<file path="config.mk">
export PLATFORM = sky130hd
export DESIGN_NAME = spi_reg_bank
export DESIGN_NICKNAME = d
export VERILOG_FILES = /design/src/rtl/spi_reg_bank.sv
export SDC_FILE = /design/constraint.sdc
export NUM_CORES = 1
export LEC_CHECK = 0
export CORE_MARGIN = 2
export CORE_UTILIZATION = 56
export DETAILED_ROUTE_END_ITERATION = 8
export PLACE_DENSITY_LB_ADDON = 0.25
export REMOVE_ABC_BUFFERS = 1
export SLEW_MARGIN = 15
export SYNTH_ARGS = -nofsm -noshare
export SYNTH_HDL_FRONTEND = slang
export SYNTH_SLANG_ARGS = --single-unit
</file>
<file path="constraint.sdc">
create_clock -name clk -period 3.91 [get_ports clk]
set_input_delay 0.782 -clock clk [delete_from_list [all_inputs] [get_ports clk]]
set_output_delay 0.782 -clock clk [all_outputs]
set_load 0.05 [all_outputs]
</file>
<file path="src/rtl/spi_reg_bank.sv">
// spi_reg_bank
//   SPI mode-0 peripheral exposing NUM_REGS configuration registers of DATA_W
//   bits. SCLK, COPI and nCS are synchronised into the clk domain; all frame
//   handling runs on clk. A frame is [RW][ADDR][DATA], MSB first, RW=1 writes.
//
//   Optional feature macro: SPI_READBACK_EN
//     defined   : read frames (RW=0) return regs_out[addr] on CIPO
//     undefined : CIPO tied low, read frames are only length/address checked
//
// Ports
//   clk        system clock
//   rst_n      asynchronous active-low reset
//   SCLK       SPI clock (CPOL=0), asynchronous
//   COPI       SPI data in, asynchronous
//   nCS        SPI chip select, active low, asynchronous
//   CIPO       SPI data out (read-back data phase only)
//   regs_out   flat register bank, reg k at [k*DATA_W +: DATA_W]
//   wr_strobe  1-clk pulse when a register is written
//   wr_addr    address of the last committed write
//   frame_err  1-clk pulse when a frame is rejected
//
// state     | meaning
// ----------+--------------------------------------------------------------
// WAIT_IDLE | wait for nCS high; entry after reset, drops a partial frame
// IDLE      | wait for nCS fall, then clear counter and shift register
// SHIFT     | count SCLK rises and shift COPI until nCS rises
// COMMIT    | one clk: validate frame, write register or flag frame_err
module spi_reg_bank #(
  parameter int DATA_W      = 8,
  parameter int ADDR_W      = 7,
  parameter int NUM_REGS    = 5,
  parameter int SYNC_STAGES = 2
) (
  input  logic                       clk,
  input  logic                       rst_n,
  input  logic                       SCLK,
  input  logic                       COPI,
  input  logic                       nCS,
  output logic                       CIPO,
  output logic [NUM_REGS*DATA_W-1:0] regs_out,
  output logic                       wr_strobe,
  output logic [ADDR_W-1:0]          wr_addr,
  output logic                       frame_err
);

  localparam int FRAME_LEN = 1 + ADDR_W + DATA_W;
  localparam int CNT_W     = $clog2(FRAME_LEN + 2);
  localparam logic [CNT_W-1:0]  CNT_FULL   = CNT_W'(FRAME_LEN);
  localparam logic [CNT_W-1:0]  CNT_SAT    = CNT_W'(FRAME_LEN + 1);
  localparam logic [ADDR_W:0]   NUM_REGS_X = (ADDR_W + 1)'(NUM_REGS);

  typedef enum logic [1:0] {WAIT_IDLE, IDLE, SHIFT, COMMIT} state_t;

  logic [SYNC_STAGES-1:0] sclk_sync_q, sclk_sync_d;
  logic [SYNC_STAGES-1:0] copi_sync_q, copi_sync_d;
  logic [SYNC_STAGES-1:0] ncs_sync_q, ncs_sync_d;
  logic                   sclk_prev_q, sclk_prev_d;
  logic                   sclk_s, copi_s, ncs_s, sclk_rise, sclk_fall;

  state_t                 state_q, state_d;
  logic [CNT_W-1:0]       cnt_q, cnt_d;
  logic [FRAME_LEN-1:0]   shift_q, shift_d;
  logic [DATA_W-1:0]      regs_q [NUM_REGS];
  logic [DATA_W-1:0]      regs_d [NUM_REGS];
  logic                   wr_strobe_q, wr_strobe_d;
  logic [ADDR_W-1:0]      wr_addr_q, wr_addr_d;
  logic                   frame_err_q, frame_err_d;

  logic                   frame_rw, frame_ok;
  logic [ADDR_W-1:0]      frame_addr;
  logic [DATA_W-1:0]      frame_data;

  assign sclk_s    = sclk_sync_q[SYNC_STAGES-1];
  assign copi_s    = copi_sync_q[SYNC_STAGES-1];
  assign ncs_s     = ncs_sync_q[SYNC_STAGES-1];
  assign sclk_rise = sclk_s & ~sclk_prev_q;
  assign sclk_fall = ~sclk_s & sclk_prev_q;

  assign frame_rw   = shift_q[FRAME_LEN-1];
  assign frame_addr = shift_q[FRAME_LEN-2 -: ADDR_W];
  assign frame_data = shift_q[DATA_W-1:0];
  assign frame_ok   = (cnt_q == CNT_FULL) && ({1'b0, frame_addr} < NUM_REGS_X);

  always_comb begin
    sclk_sync_d = {sclk_sync_q[SYNC_STAGES-2:0], SCLK};
    copi_sync_d = {copi_sync_q[SYNC_STAGES-2:0], COPI};
    ncs_sync_d  = {ncs_sync_q[SYNC_STAGES-2:0], nCS};
    sclk_prev_d = sclk_s;
  end

  always_comb begin
    state_d     = state_q;
    cnt_d       = cnt_q;
    shift_d     = shift_q;
    regs_d      = regs_q;
    wr_strobe_d = 1'b0;
    wr_addr_d   = wr_addr_q;
    frame_err_d = 1'b0;
    case (state_q)
      WAIT_IDLE: if (ncs_s) state_d = IDLE;
      // WAIT_IDLE guarantees nCS was high, so a low level here is a fall.
      IDLE: begin
        if (!ncs_s) begin
          cnt_d   = '0;
          shift_d = '0;
          state_d = SHIFT;
        end
      end
      SHIFT: begin
        if (sclk_rise) begin
          if (cnt_q < CNT_FULL) shift_d = {shift_q[FRAME_LEN-2:0], copi_s};
          if (cnt_q != CNT_SAT) cnt_d = cnt_q + CNT_W'(1);
        end
        if (ncs_s) state_d = COMMIT;
      end
      COMMIT: begin
        state_d = IDLE;
        if (!frame_ok) begin
          frame_err_d = 1'b1;
        end else if (frame_rw) begin
          for (int k = 0; k < NUM_REGS; k++) begin
            if (frame_addr == ADDR_W'(k)) regs_d[k] = frame_data;
          end
          wr_strobe_d = 1'b1;
          wr_addr_d   = frame_addr;
        end
      end
      default: state_d = WAIT_IDLE;
    endcase
  end

  // nCS synchroniser resets low so a reset during an active frame holds the
  // FSM in WAIT_IDLE until the real pin level is seen high.
  always_ff @(posedge clk or negedge rst_n) begin
    if (!rst_n) begin
      sclk_sync_q <= '0;
      copi_sync_q <= '0;
      ncs_sync_q  <= '0;
      sclk_prev_q <= 1'b0;
      state_q     <= WAIT_IDLE;
      cnt_q       <= '0;
      shift_q     <= '0;
      for (int k = 0; k < NUM_REGS; k++) regs_q[k] <= '0;
      wr_strobe_q <= 1'b0;
      wr_addr_q   <= '0;
      frame_err_q <= 1'b0;
    end else begin
      sclk_sync_q <= sclk_sync_d;
      copi_sync_q <= copi_sync_d;
      ncs_sync_q  <= ncs_sync_d;
      sclk_prev_q <= sclk_prev_d;
      state_q     <= state_d;
      cnt_q       <= cnt_d;
      shift_q     <= shift_d;
      regs_q      <= regs_d;
      wr_strobe_q <= wr_strobe_d;
      wr_addr_q   <= wr_addr_d;
      frame_err_q <= frame_err_d;
    end
  end

  for (genvar k = 0; k < NUM_REGS; k++) begin : g_regs_out
    assign regs_out[k*DATA_W +: DATA_W] = regs_q[k];
  end

  assign wr_strobe = wr_strobe_q;
  assign wr_addr   = wr_addr_q;
  assign frame_err = frame_err_q;

`ifdef SPI_READBACK_EN
  localparam int RD_W = $clog2(DATA_W + 1);
  localparam logic [CNT_W-1:0] CNT_PRE_ADDR = CNT_W'(ADDR_W);

  logic [DATA_W-1:0] shadow_q, shadow_d, rd_word;
  logic [RD_W-1:0]   rd_cnt_q, rd_cnt_d;
  logic              rd_active_q, rd_active_d;
  logic              cipo_q, cipo_d;
  logic [ADDR_W-1:0] rd_addr;

  // Address as it stands once the rise completing the address field lands.
  assign rd_addr = shift_d[ADDR_W-1:0];

  always_comb begin
    rd_word = '0;
    for (int k = 0; k < NUM_REGS; k++) begin
      if (rd_addr == ADDR_W'(k)) rd_word = regs_q[k];
    end
  end

  // rd_cnt counts data-phase falls; the fall after the last data bit
  // returns CIPO to 0.
  always_comb begin
    shadow_d    = shadow_q;
    rd_cnt_d    = rd_cnt_q;
    rd_active_d = rd_active_q;
    cipo_d      = cipo_q;
    if (state_q != SHIFT) begin
      rd_active_d = 1'b0;
      cipo_d      = 1'b0;
    end else begin
      if (sclk_rise && (cnt_q == CNT_PRE_ADDR) && !shift_d[ADDR_W]) begin
        shadow_d    = rd_word;
        rd_cnt_d    = '0;
        rd_active_d = 1'b1;
      end
      if (sclk_fall && rd_active_q) begin
        if (rd_cnt_q != RD_W'(DATA_W)) begin
          cipo_d   = shadow_q[DATA_W-1];
          shadow_d = shadow_q << 1;
          rd_cnt_d = rd_cnt_q + RD_W'(1);
        end else begin
          cipo_d      = 1'b0;
          rd_active_d = 1'b0;
        end
      end
    end
  end

  always_ff @(posedge clk or negedge rst_n) begin
    if (!rst_n) begin
      shadow_q    <= '0;
      rd_cnt_q    <= '0;
      rd_active_q <= 1'b0;
      cipo_q      <= 1'b0;
    end else begin
      shadow_q    <= shadow_d;
      rd_cnt_q    <= rd_cnt_d;
      rd_active_q <= rd_active_d;
      cipo_q      <= cipo_d;
    end
  end

  assign CIPO = cipo_q;
`else
  assign CIPO = 1'b0;
`endif

endmodule

</file>
==> results of run 1 <==
[sequential cells by signal (all words and copies together) (netlist names), 2 cells and up]
register	count
ncs_sync_q	2
wr_addr	7
regs_out	40
state_q	2
shift_q	16
cnt_q	5
sclk_sync_q	2
copi_sync_q	2
[worst max-delay path, cell delays in order, from the launching register on]
cell      delay (ns)
dfrtp_1         0.44
inv_1           0.11
ha_1            0.71
inv_1           0.23
o211ai_1        0.42
a41o_1          0.22
mux2i_1         0.20
[cell type report]
type / count / area, sq um
Clock buffer: 12 / 155.1
Inverter: 7 / 26.28
Clock inverter: 4 / 20.02
Fill cell: 417 / 1563
Multi-Input combinational cell: 152 / 1106
Sequential cell: 79 / 1977
Tap cell: 72 / 90.09
Timing Repair Buffer: 54 / 535.5
[power groups by stage]
stage / clock network, mW / registers (mW) / logic [mW]
floorplan: 0 / 0.896 / 0.174
global route: 0.587 / 0.876 / 0.320
detailed placement: 0 / 0.886 / 0.280
CTS: 0.551 / 0.871 / 0.282
global placement: 0 / 0.884 / 0.267
finish: 0.537 / 0.870 / 0.282
[placed cells by master (no fill, tap or decap), drive strengths merged, types with 2 or more instances in the layout]
master,count
nor3,3
nand2,41
o31ai,2
or4,2
dfrtp,79
and2,4
clkinv,4
ha,7
o211ai,2
mux2i,2
inv,7
o21ai,21
mux2,43
clkdlybuf4s50,52
buf,2
nand3,5
nor2b,2
nor2,6
clkbuf,12
[cell usage after synthesis]
cell       number
buf_2           1
nor3b_1         1
inv_1           7
nor2b_1         2
conb_1          1
nand3_2         1
and2_1          4
or4_1           2
ha_1            7
and3_1          1
nor4_4          1
mux2_1         13
and3b_1         1
o31ai_1         2
nand3_1         4
nand3b_2        1
mux2i_1         2
nand4bb_1       1
clkbuf_1        7
nand2b_1        1
a21oi_1         1
a41o_1          1
mux2_2         30
a21boi_0        1
nand2_1        41
buf_4           1
o211ai_1        2
dfrtp_1        79
nor2_1          6
o21ai_0        21
nor3_1          3
or2_2           1
[layer usage]
layer  vias up  track usage  part of all wire
met5         -            0                 0
met2        46       0.3161              0.48
met3        10      0.04318             0.040
met4         0      0.09828             0.018
li1        950            -                 -
met1       994       0.2899              0.46
[path summary, 6_finish.rpt]
path | from | to | slack, ns | cells past startpoint
max | state_q[0] | cnt_q[1] | 1.49 | 6
min | copi_sync_q[0] | copi_sync_q[1] | 0.35 | 0
max reg2reg | state_q[0] | cnt_q[1] | 1.49 | 6
min reg2reg | copi_sync_q[0] | copi_sync_q[1] | 0.35 | 0
max in group asynchronous | rst_n | shift_q[12] | 2.71 | 1
min in group asynchronous | rst_n | wr_addr[6] | 0.60 | 1
[logic make-up after synthesis]
group / share of synthesized area
compound gates: 0.05008
fa+ha+maj: 0.02782
buf+inv: 0.02067
flops: 0.6280
mux: 0.1602
other cells: 0.001191
simple gates: 0.1121
[metrics by stage]
step	instances	hold slack, ns
final	380	0.3509
after detailed placement	364	0.3364
after global placement	364	0.3347
after CTS	380	0.3530
after global routing	380	0.3687
after floorplan	238	0.3312
==> out/metrics.yaml, run 1 <==
status: "complete, no violations"
finalWeightedCongestion: 0.7714
comb_power_share: 0.167
skew_ns: 0.007564
drc: 0
grt_pass1_vias: 2071
drv_slew: 0
post_dp_cell_area_sq_um: 3735
slew_headroom: 0.3636
post-cts-setup-buffers: 0
io_pins: 55
via_per_inst: 5.263
clock_sinks: 79
end_kind: "flip-flop"
worstPathMaxFanout: 24
design_area_sq_um: 3910
power.density_nw_per_um2: 432.0
p_seq_frac: 0.515
cts_hold_buf: 0
worst_slew_pin_slew_ns: 0.9546
netlist_instances: 247
die_h_microns: 78.98
clkSlewWorstSetupHoldPaths_ns: 0.08
portBuffers: 53
synth.distinct_cells: 32
critPathRequiredTime_ns: 4.17
tns_ns: 0
cts_made_buffers: 9
power.share.clock: 0.318
ys_seq_elements: 79
rows: 27
cts_resized: 0
drive_above_1_share: 0.1656
rsz0062_at_grt: "no"
total_power_mw: 1.689
initial_core_util: 0.5752
vias: 2000
synth.top_cells.by_area: "dfrtp_1 (63%), mux2_2 (11%), nand2_1 (4.9%)"
synth.avg_cell_area_sq_um: 12.75
fmax_mhz: 413.3
leakage_nw: 1.858
cts_max_level: 3
period_minus_slack_ns: 2.420
avgRoutedWirePerCell_microns: 15.32
synth.yosys.seq_area_share: 0.6280
min_path_type: "flip-flop to flip-flop"
dp_hpwl_microns: 3771
root_buffer: "clkbuf_8"
finalHoldViolations: 0
ant_nets: 0
overflow: 0
num_antenna_cells: 0
die_w_microns: 78.98
core-area_sq_um: 5473
synth_area_leader_cell: "dfrtp_1"
min_period_over_period: 0.6188
grt_pass1_wl_microns: 9963
dr.pass1.iters: 4
ir_worst_vdd_mv: 0.3103
setup_slack_ns: 1.490
grt_max_degree: 80
cap_violations: 0
synth_top_area_frac: 0.6280
grt_usage: 0.2081
swShare: 0.2945
final_util: 0.7144
cts_tree: "yes"
wl_microns: 5820
antenna_found_initial: 0
final_nets: 315
start_kind: "flip-flop"
insertion_delay_ns: 0.34
drt_iter0_drc: 134
place_ws_ns: 1.519
setup_violations: 0
cts_buffer_depth: 2
crit_type: "flip-flop to flip-flop"
power.switching_uw: 497.5
ys.warnings.count: 0
critPathArrivalTime_ns: 2.68
synthesis.area_sq_um: 3148
die-area_sq_um: 6237
p_int_mw: 1.192
syn2layout_area_growth_pct: 24.21
(Power assumes the default switching activity.)
==> inputs of run 2 (changes only) <==
Settings changed: CORE_UTILIZATION 56 to 47.
Clock period 3.91 ns to 2.15 ns, I/O delays scaled along.
==> out/metrics.yaml, run 2 (synthesized netlist as in run 1, its figures left out) <==
largest_register_ffs: 40  # unchanged
final_nets: 325  # was 315
violations: "DRC"
drc: 3  # was 0
tns_ns: 0  # unchanged
rsz0062_at_grt: "yes"  # was no
crit_type: "flip-flop to flip-flop"  # unchanged
grt_usage: 0.1835  # was 0.2081
clock_sinks: 79  # unchanged
critPathArrivalTime_ns: 2.31  # was 2.68 ns
cp_num_cells: 5  # was 6
die-area_sq_um: 7369  # was 6237 sq um
portBuffers: 53  # unchanged
io_pins: 55  # unchanged
clkSlewWorstSetupHoldPaths_ns: 0.09  # was 0.08 ns
slew_headroom: 0.5538  # was 0.3636
setup_violations: 0  # unchanged
start_kind: "flip-flop"  # unchanged
cap_violations: 0  # unchanged
final_util: 0.6312  # was 0.7144
cts_made_buffers: 9  # unchanged
place_ws_ns: -0.08381  # was 1.519 ns
initial_core_util: 0.4902  # was 0.5752
drive_above_1_share: 0.2019  # was 0.1656
via_per_inst: 5.147  # was 5.263
worstPathMaxFanout: 8  # was 24
leakage_nw: 1.913  # was 1.858 nW
power.density_nw_per_um2: 791.5  # was 432.0 nW/um^2
skew_ns: 0.01509  # was 0.007564 ns
status: "finished, violations left"  # was complete, no violations
root_buffer: "clkbuf_8"  # unchanged
core-area_sq_um: 6422  # was 5473 sq um
finalNonFillerCells: 394  # was 380
dp_hpwl_microns: 3958  # was 3771 microns
worst_slew_pin_slew_ns: 0.6692  # was 0.9546 ns
dr.pass1.iters: 8  # was 4
die_w_microns: 85.84  # was 78.98 microns
grt_pass1_vias: 2065  # was 2,071
vias: 2028  # was 2,000
min_path_type: "input port to async pin"  # was flip-flop to flip-flop
dpl.cell_count: 378  # was 364
num_antenna_cells: 0  # unchanged
fmax_mhz: 482.1  # was 413.3 MHz
r2r_start: "shift_q[13]"  # was state_q[0]
grt_pass1_wl_microns: 10290  # was 9963 microns
cts_tree: "yes"  # unchanged
rows: 29  # was 27
die_h_microns: 85.84  # was 78.98 microns
wl_microns: 5943  # was 5820 microns
cts_buffer_depth: 2  # unchanged
crit_family: "simple AND/OR/NAND/NOR gates"  # was adder cells
nFillCells: 503  # was 417
period_minus_slack_ns: 2.074  # was 2.420 ns
cts_max_level: 3  # unchanged
startpoint: "shift_q[13]"  # was state_q[0]
finalWeightedCongestion: 0.7783  # was 0.7714
critPathRequiredTime_ns: 2.39  # was 4.17 ns
r2r-end: "regs_out[13]"  # was cnt_q[1]
ant_nets: 0  # unchanged
r2r_cells: 5  # was 6
drt_iter0_drc: 140  # was 134
crit_path_end: "regs_out[13]"  # was cnt_q[1]
finalHoldViolations: 0  # unchanged
insertion_delay_ns: 0.35  # was 0.34 ns
path_cells: "or4_4 > nor4_4 > and3b_2 > buf_12 > mux2_1"  # was inv_1 > ha_1 > inv_1 > o211ai_1 > a41o_1 > mux2i_1
ir_worst_vdd_mv: 0.4054  # was 0.3103 mV
max_stage_delay_ns: 0.56  # was 0.71 ns
slowest_stage: "or4_4"  # was ha_1
final_cell_mix: "dfrtp_1 (79), clkdlybuf4s50_1 (52), nand2_1 (41)"  # unchanged
reg2reg_slack_ns: 0.08  # was 1.49 ns
path_buf_inv: 1  # was 2
drv_slew: 0  # unchanged
overflow: 0  # unchanged
end_kind: "flip-flop"  # unchanged
syn2layout_area_growth_pct: 28.78  # was 24.21%
grt_max_degree: 54  # was 80
min_period_over_period: 0.9647  # was 0.6188
final_common_cell: "dfrtp_1"  # unchanged
avgRoutedWirePerCell_microns: 15.08  # was 15.32 microns
setup_slack_ns: 0.07582  # was 1.490 ns
antenna_found_initial: 0  # unchanged
[run 2: cell types whose count changed in the layout (fill, tap and decap cells not counted), moves of 2 or more]
cell | previous run | this run
buf_4 | 2 | 10
buf_12 | 0 | 2
clkinvlp_4 | 0 | 2
clkinv_2 | 4 | 1
[run 2: worst min-delay path by stage]
stage	start	endpoint	slack, ns	cells after the start
floorplan	rst_n	cnt_q[0]	0.13	0
global placement	ncs_sync_q[0]	ncs_sync_q[1]	0.33	0
detailed placement	ncs_sync_q[0]	ncs_sync_q[1]	0.34	0
CTS	rst_n	regs_out[26]	0.13	1
global route	rst_n	regs_out[26]	0.16	1
finish	rst_n	regs_out[26]	0.12	1
[run 2: area by class of cell]
type	instances	area [sq um]	share of cell area
clock buffer	10	137.6	0.03395
sequential	79	1977	0.4877
timing repair buffer	64	635.6	0.1568
tap	77	96.34	0.02377
clock inverter	5	58.81	0.01451
inverter	7	26.28	0.006481
multi-input combinational	152	1122	0.2769
[run 2: timing repair]
action / in CTS / in global routing
setup buffers: 0 / 1
pin swaps: 1 / 1
hold buffers: 0 / 0
gates resized for setup: 1 / 3
setup endpoints to repair: 16 / 28
[run 2: stage by stage]
| stage | area (sq um) | hold WS (ns) | total power, mW |
|---|---|---|---|
| CTS | 4038 | 0.1314 | 3.250 |
| global placement | 3834 | 0.3316 | 2.131 |
| global route | 4054 | 0.1625 | 3.381 |
| detailed placement | 3834 | 0.3355 | 2.157 |
| finish | 4054 | 0.1222 | 3.209 |
| floorplan | 3109 | 0.1344 | 1.946 |
[run 2: worst reg2reg max path, cell delays in order, from the launching register on]
cell and delay, ns:
dfrtp_1 0.39, or4_4 0.56, nor4_4 0.30, and3b_2 0.27, buf_12 0.13, mux2_1 0.32
[run 2: per-layer routing]
metal / share of wire / GRT usage / up-vias / routed length (microns)
met1: 0.48 / 0.2557 / 995 / 2855
li1: - / - / 979 / -
met2: 0.45 / 0.2756 / 46 / 2701
met3: 0.048 / 0.04427 / 8 / 288
met4: 0.016 / 0.08225 / 0 / 97
met5: 0 / 0 / - / 0
[run 2: power breakdown]
group / internal, mW / switching (mW) / leakage (nW) / total, mW
clock: 0.561 / 0.529 / 0.0944 / 1.09
sequential: 1.53 / 0.0495 / 1.08 / 1.58
combinational: 0.171 / 0.363 / 0.738 / 0.534
total: 2.27 / 0.942 / 1.91 / 3.21
==> inputs of run 3 (changes only) <==
Settings changed: ABC_CLOCK_PERIOD_IN_PS set to 2150, GPL_ROUTABILITY_DRIVEN set to 0.
==> results of run 3 <==
The final DEF is identical to that of run 2; final timing and power are the same.
